## src/rtl/key_bounce_gen.sv

```systemverilog
// Mechanical key emulator: press/release commands drive an active-low key line
// through an LFSR-timed bounce window, a stable hold period and a done pulse.
module key_bounce_gen #(
  parameter int unsigned BOUNCE_CYCLES = 500_000,
  parameter int unsigned GLITCH_W      = 8,
  parameter int unsigned HOLD_CYCLES   = 1_500_000,
  parameter logic [15:0] LFSR_SEED     = 16'hACE1
) (
  input  logic Clk,
  input  logic Rst_n,
  input  logic cmd_valid,
  input  logic cmd_press,
  output logic cmd_ready,
  output logic key_out,
  output logic busy,
  output logic done
);

  localparam int unsigned BCNT_W = $clog2(BOUNCE_CYCLES + 1);
  localparam int unsigned HCNT_W = $clog2(HOLD_CYCLES + 1);
  localparam int unsigned SEG_W  = GLITCH_W + 1;
  localparam logic [15:0] SEED   = (LFSR_SEED == 16'h0000) ? 16'hACE1 : LFSR_SEED;
  // Galois feedback mask for x^16+x^14+x^13+x^11+1 (right-shifting form)
  localparam logic [15:0] TAPS   = 16'hB400;

  typedef enum logic [1:0] {
    S_IDLE   = 2'd0,
    S_BOUNCE = 2'd1,
    S_SETTLE = 2'd2,
    S_DONE   = 2'd3
  } state_t;

  state_t              state, state_nxt;
  logic                target, target_nxt;
  logic [BCNT_W-1:0]   bcnt, bcnt_nxt;
  logic [HCNT_W-1:0]   hcnt, hcnt_nxt;
  logic [SEG_W-1:0]    seg, seg_nxt;
  logic [15:0]         lfsr, lfsr_nxt, lfsr_adv;
  logic                key_nxt, busy_nxt, done_nxt, ready_nxt;
  logic                tgt_c;

  // Segment length is the low LFSR slice plus one, so it never reads as zero
  function automatic logic [SEG_W-1:0] seg_len(input logic [15:0] l);
    return SEG_W'(l[GLITCH_W-1:0]) + SEG_W'(1);
  endfunction

  // One Galois LFSR step; a nonzero state never maps to zero
  always_comb begin
    lfsr_adv = {1'b0, lfsr[15:1]} ^ (lfsr[0] ? TAPS : 16'h0000);
  end

  // Target level for an incoming command (active-low line)
  always_comb begin
    tgt_c = ~cmd_press;
  end

  // Next-state and next-output decode
  always_comb begin
    state_nxt  = state;
    target_nxt = target;
    bcnt_nxt   = bcnt;
    hcnt_nxt   = hcnt;
    seg_nxt    = seg;
    lfsr_nxt   = lfsr;
    key_nxt    = key_out;
    busy_nxt   = busy;
    done_nxt   = 1'b0;
    ready_nxt  = cmd_ready;

    unique case (state)
      S_IDLE: begin
        ready_nxt = 1'b1;
        busy_nxt  = 1'b0;
        if (cmd_valid && cmd_ready) begin
          target_nxt = tgt_c;
          ready_nxt  = 1'b0;
          if (tgt_c == key_out) begin
            // Line already at the requested level: complete without bouncing
            state_nxt = S_DONE;
            done_nxt  = 1'b1;
          end else begin
            state_nxt = S_BOUNCE;
            busy_nxt  = 1'b1;
            key_nxt   = tgt_c;
            bcnt_nxt  = BCNT_W'(BOUNCE_CYCLES - 1);
            seg_nxt   = seg_len(lfsr);
          end
        end
      end

      S_BOUNCE: begin
        if (bcnt == '0) begin
          // Last bounce cycle wins over any segment expiry and lands on target
          state_nxt = S_SETTLE;
          key_nxt   = target;
          hcnt_nxt  = HCNT_W'(HOLD_CYCLES - 1);
        end else begin
          bcnt_nxt = bcnt - BCNT_W'(1);
          if (seg == SEG_W'(1)) begin
            key_nxt  = ~key_out;
            lfsr_nxt = lfsr_adv;
            seg_nxt  = seg_len(lfsr_adv);
          end else begin
            seg_nxt = seg - SEG_W'(1);
          end
        end
      end

      S_SETTLE: begin
        if (hcnt == '0) begin
          state_nxt = S_DONE;
          done_nxt  = 1'b1;
          busy_nxt  = 1'b0;
        end else begin
          hcnt_nxt = hcnt - HCNT_W'(1);
        end
      end

      S_DONE: begin
        state_nxt = S_IDLE;
        ready_nxt = 1'b1;
        busy_nxt  = 1'b0;
      end

      default: begin
        state_nxt = S_IDLE;
        ready_nxt = 1'b1;
        busy_nxt  = 1'b0;
      end
    endcase
  end

  // State, datapath and registered outputs
  always_ff @(posedge Clk or negedge Rst_n) begin
    if (!Rst_n) begin
      state     <= S_IDLE;
      target    <= 1'b1;
      bcnt      <= '0;
      hcnt      <= '0;
      seg       <= '0;
      lfsr      <= SEED;
      key_out   <= 1'b1;
      busy      <= 1'b0;
      done      <= 1'b0;
      cmd_ready <= 1'b1;
    end else begin
      state     <= state_nxt;
      target    <= target_nxt;
      bcnt      <= bcnt_nxt;
      hcnt      <= hcnt_nxt;
      seg       <= seg_nxt;
      lfsr      <= lfsr_nxt;
      key_out   <= key_nxt;
      busy      <= busy_nxt;
      done      <= done_nxt;
      cmd_ready <= ready_nxt;
    end
  end

endmodule

```

## config.mk

```make
export PLATFORM = sky130hd
export DESIGN_NAME = key_bounce_gen
export DESIGN_NICKNAME = d
export VERILOG_FILES = /design/src/rtl/key_bounce_gen.sv
export SDC_FILE = /design/constraint.sdc
export NUM_CORES = 1
export LEC_CHECK = 0
export ABC_AREA = 1
export BUFFER_PORTS_ARGS = -buffer_cell sky130_fd_sc_hd__buf_2
export CORE_AREA = 2 2 121 123
export DETAILED_ROUTE_END_ITERATION = 16
export DIE_AREA = 0 0 123 125
export PLACE_DENSITY = 0.45
export SETUP_SLACK_MARGIN = 0.2
export SKIP_LAST_GASP = 1
export SYNTH_ARGS = -nofsm -noshare
export SYNTH_HDL_FRONTEND = slang
export SYNTH_SLANG_ARGS = --single-unit
```

## constraint.sdc

```tcl
create_clock -name Clk -period 2 [get_ports Clk]
set_input_delay 0.4 -clock Clk [delete_from_list [all_inputs] [get_ports Clk]]
set_output_delay 0.4 -clock Clk [all_outputs]
set_load 0.02 [all_outputs]
```

[Word level (Yosys, flattened, before mapping)]
Index checks and enable logic that the tools add are counted.
Widths: inputs -> output; s select.
Operators by class
  add/subtract/negate cells: 5
  equality and inequality tests: 12
  mux-type cells: 33
  bitwise logic cells: 4
  reductions and logical operators: 15
Operators by type and width (count)
  $mux 19: 3
  $mux 21: 2
  $pmux 21 s2: 1
  $pmux 19 s2: 1
  $mux 9: 4
  $logic_not 21->1: 1
  $sub 21x1->21 const B: 1
  $logic_not 19->1: 1
  $sub 19x1->19 const B: 1
  $add 8x1->9 const B: 2
  $pmux 9 s2: 1
  $mux 16: 1
  $xor 15x16->16: 1
  $ne 2x2->1 const B: 6
  $mux 1: 11
  $eq 9x1->1 const B: 1
  $reduce_and 3->1: 3
  $sub 9x1->9 const B: 1
  $mux 2: 4
  $pmux 2 s4: 1
  $reduce_and 4->1: 2
  $pmux 1 s2: 3
  $reduce_bool 2->1: 3
  $eq 2x2->1 const B: 2
  other kinds (9): 12
Storage, ports and cells
  flip-flop bits (word level): 72
  input bits: 4
  output and inout port bits: 4
  word-level logic and storage cells: 79

[Depth between registers and ports, before layout]
  word-level depth: 6
  mapped depth: 12
  gate-level depth less buffers: 11

[Least setup slack after synthesis]
No wires, ideal clock.
  kind: flip-flop to flip-flop
  from: reg state[0]
  to: reg bcnt[18]
  library setup time: 0.116 ns
  arrival time: 1.561 ns
  required time: 1.884 ns
  setup slack: 0.323 ns
  cell stages (with the launch flop): 13
  buffers on the path: 1
  clock period less this slack: 1.677 ns
  cell sequence: dfrtp_1 > inv_1 > ha_1 > inv_1 > nor2_1 > nand2_1 > o21ai_2 > inv_2 > nor2_1 > buf_4 > nand2_1 > nand2_1 > nand2_1
Between the ends
  cells in the longest elaborated chain, start to end: 3
  elaborated cells between the ends (all ways): 8
  those cells by class: eq/ne: 4; mux: 1; reduce/logical: 3
RTL lines
  start, declared: line 33  | state_t state, state_nxt;
  start signal, assigned: line 147  | state <= state_nxt;
  $eq 2x1->1 / $logic_not 2->1 (equally long branches): line 70  | unique case (state)
  $ne 2x2->1 (no line) / $reduce_bool 2->1 (equally long branches)
  $reduce_and 4->1 (no line)
  end signal, assigned: line 149  | bcnt <= bcnt_nxt;
  end, declared: line 35  | logic [BCNT_W-1:0] bcnt, bcnt_nxt;
Parallel ways exist; a longest one is shown, timed or not.
A chain may end at the register's enable or synchronous reset.

[Worst setup path in the final report]
  from: reg bcnt[10]
  to: reg hcnt[10]
Between the ends
  cells in the longest elaborated chain, start to end: 3
RTL lines
  $logic_not 19->1: line 92  | if (bcnt == '0) begin
  $ne 2x2->1 (no line)
  $reduce_and 3->1 (no line)
  end signal, assigned: line 150  | hcnt <= hcnt_nxt;
  end, declared: line 36  | logic [HCNT_W-1:0] hcnt, hcnt_nxt;
Every way passes these cells.

==> impl_metrics.yaml <==
clock_tree:
  cts_tree: "yes"
  cts_inserted_buffers: 9
  clkTransAtPathRegs_ns: 0.06
  clk_latency_ns: 0.34
  htree_levels: 3
  clock_sinks: 72
  cts.path.max_buffers: 2
  ctsRootBufferMaster: "clkbuf_16"
grt:
  grt_max_degree: 37
  grt_pass1_wl_um: 21000
  grt_pass1_vias: 4293
  antenna_found_initial: 0
  grt_use_total_pct: 17.2
  overflow: 0
pwr:
  ir_drop_uv: 646
  leakagePower_uw: 0.00266
  powerDensity_nw_per_um2: 1420
min_path:
  hp-class: "in2reg"
  min_to: "target"
  hp-start: "cmd_press"
  holdPathStages: 2
worst_setup_path:
  worstPathRequired_ns: 2.28
  path_class: "reg2reg"
  crit_path_top_delay_cell: "dfrtp_1"
  reg2reg_from: "bcnt[10]"
  r2r_slack_ns: 0.29
  cp_max_fo: 10
  arrival_ns: 1.99
  worstPathCellList: "nor2_2 -> nand2_1 -> nor2_4 -> nand3_4 -> nand2_4 -> inv_6 -> nor2_4 -> clkbuf_16 -> nand2_1 -> nand2_1"
  path_common_cell: "nand2_1"
  cp_top_family: "simple AND/OR/NAND/NOR gates"
  endpoint_kind: "flip-flop"
  worstRegToRegCells: 10
  cp_num_buf_inv: 2
  slowest_delay_ns: 0.43
  r2r_end: "hcnt[10]"
  startpoint_type: "flip-flop"
sta:
  slew_viol_final: 0
  setup_ws_ns: 0.289
  worstMarginPinSlew_ns: 0.404
  finalSetupViolations: 0
  rsz0062_at_grt: "yes"
  period_minus_slack_ns: 1.71
  hold_violations: 0
  finalCritPeriodShare_pct: 85.5
  fmax_ghz: 0.584
  slew_headroom_pct: 72.8
  fin_skew_ns: 0.00467
  setup_tns_ns: 0
die:
  die_h_um: 125
  dieArea_um2: 15400
  fp.dieW_um: 123
  start_util_pct: 33.8
  ios: 8
  coreArea_um2: 14200
  rows: 44
synthesis:
  synth_edf_count: 0
  synth_warnings: 0
  postSynthAreaPerCell_um2: 6.75
  synth_top_area_cell: "dfrtp_1"
  synth_fp_nets: 727
  ys.flop_type: "dfrtp_1"
  synthArstFlopShare_pct: 100
  yosysSeqAreaShare_pct: 37.8
  synth_cell_type_count: 31
  synth_top_area_share_pct: 31.8
  ys_seq_elements: 72
  syn_area_um2: 4800
  synthCells: 711
  ys_top_cells_by_area: "dfrtp_1 (32%), nand2_1 (21%), nor2_1 (8.1%)"
cells_and_area:
  final_common_cell: "nand2_1"
  finish.utilization_pct: 39.7
  drive_gt1_share_pct: 15.0
  layout_common_cells: "nand2_1 (261), nor2_1 (88), nand3_1 (65), dfrtp_1 (60), inv_1 (53)"
  syn2layout_area_growth_pct: 17.5
  nFillCells: 1530
  instances_no_fill: 929
  nets: 756
  insertedDiodeCount: 0
  final_area_um2: 5640
placed_design:
  place_inst: 900
  io_buffers: 7
  place_area_um2: 5130
  gp_congestion: 0.835
  dp_hpwl_um: 8720
  pre_cts_slack_ns: 0.127
job:
  max-cap-violations: 0
drt:
  drc_errors: 0
  routedWlPerCell_um: 13.2
  drt-initial-drc-count: 192
  drt_wl_total_um: 12300
  first_pass_iters: 4
  vias_per_cell: 4.69
  num_vias: 4356
  ant_nets: 0
status:
  outcome: "completed"
[logic make-up (layout without fill, tap and decap cells)]
logic type               count (synthesis)  count (layout)  share of synthesized area (%)
XOR/XNOR                                29              29                           5.29
adder cells (fa/ha/maj)                 12              12                           3.13
AND/OR/NAND/NOR                        464             464                           40.6
buffers and inverters                   82             116                           7.45
flip-flops                              72              72                           37.8
AO/OA/AOI/OAI                           52              52                           5.71
[per-stage QoR]
| stage | hold slack (ns) | power, µW |
|---|---|---|
| after floorplan | 0.104 | 5000 |
| after global routing | 0.255 | 8810 |
| after CTS | 0.243 | 7690 |
| final | 0.257 | 8010 |
| after detailed placement | 0.302 | 6100 |
| after global placement | 0.301 | 6080 |
[per-layer routing]
| metal | wire length, µm | track usage [%] | part of all wire, % |
|---|---|---|---|
| met1 | 6070 | 23.1 | 49 |
| met2 | 5770 | 27.5 | 47 |
| met3 | 224 | 3.60 | 1.8 |
| met4 | 228 | 6.02 | 1.9 |
| met5 | 0 | 0 | 0 |
[worst register-to-register path: cells and delay by family, from the launching register on]
kind | cells | cell delay (ns)
buf+inv | 2 | 0.26
flops | 1 | 0.43
simple gates | 8 | 0.96
[layout make-up]
class	count	area (µm²)	share of cell area, %
Timing Repair Buffer	40	368	6.52
Inverter	60	230	4.08
Tap cell	184	230	4.08
Clock buffer	16	262	4.64
Sequential cell	72	1820	32.2
Multi-Input combinational cell	557	2740	48.5
[worst max-delay path by stage]
stage / cells past startpoint / startpoint / slack, ns / to
after floorplan: 12 / state[0] / 0.32 / bcnt[18]
after global placement: 11 / bcnt[0] / 0.15 / hcnt[10]
after detailed placement: 11 / bcnt[0] / 0.13 / hcnt[10]
after CTS: 9 / hcnt[0] / 0.21 / hcnt[14]
after global routing: 12 / state[1] / 0.16 / bcnt[18]
final: 10 / bcnt[10] / 0.29 / hcnt[10]
[flip-flops by register name (all words and copies together) (netlist names)]
signal     count
target         1
done           1
seg            9
bcnt          19
hcnt          21
lfsr          16
state          2
busy           1
cmd_ready      1
key_out        1
[repair_timing]
| action | in CTS | in global routing |
|---|---|---|
| hold endpoints to repair | 13 | 0 |
| hold buffers | 1 | 0 |
| gates resized for setup | 5 | 40 |
| pin swaps | 0 | 7 |
| setup buffers | 0 | 10 |
| gates cloned | 1 | 1 |
| endpoints found under the setup margin | 34 | 66 |
[cell usage after synthesis, types with 9 or more instances]
master / instances
dfrtp_1: 61
buf_2: 9
inv_1: 57
nor2_1: 103
dfstp_2: 11
o21ai_0: 39
nand2_1: 263
xnor2_1: 9
or2_2: 10
xor2_1: 20
ha_1: 12
nand3_1: 65
[power by group]
group | internal [µW] | total [µW] | leakage [µW] | switching [µW]
clock | 877 | 1480 | 0.000125 | 598
combinational | 1610 | 4200 | 0.00165 | 2590
sequential | 1890 | 2330 | 0.000886 | 432
total | 4390 | 8010 | 0.00266 | 3620
No activity file was read; power rests on OpenSTA's default activity.
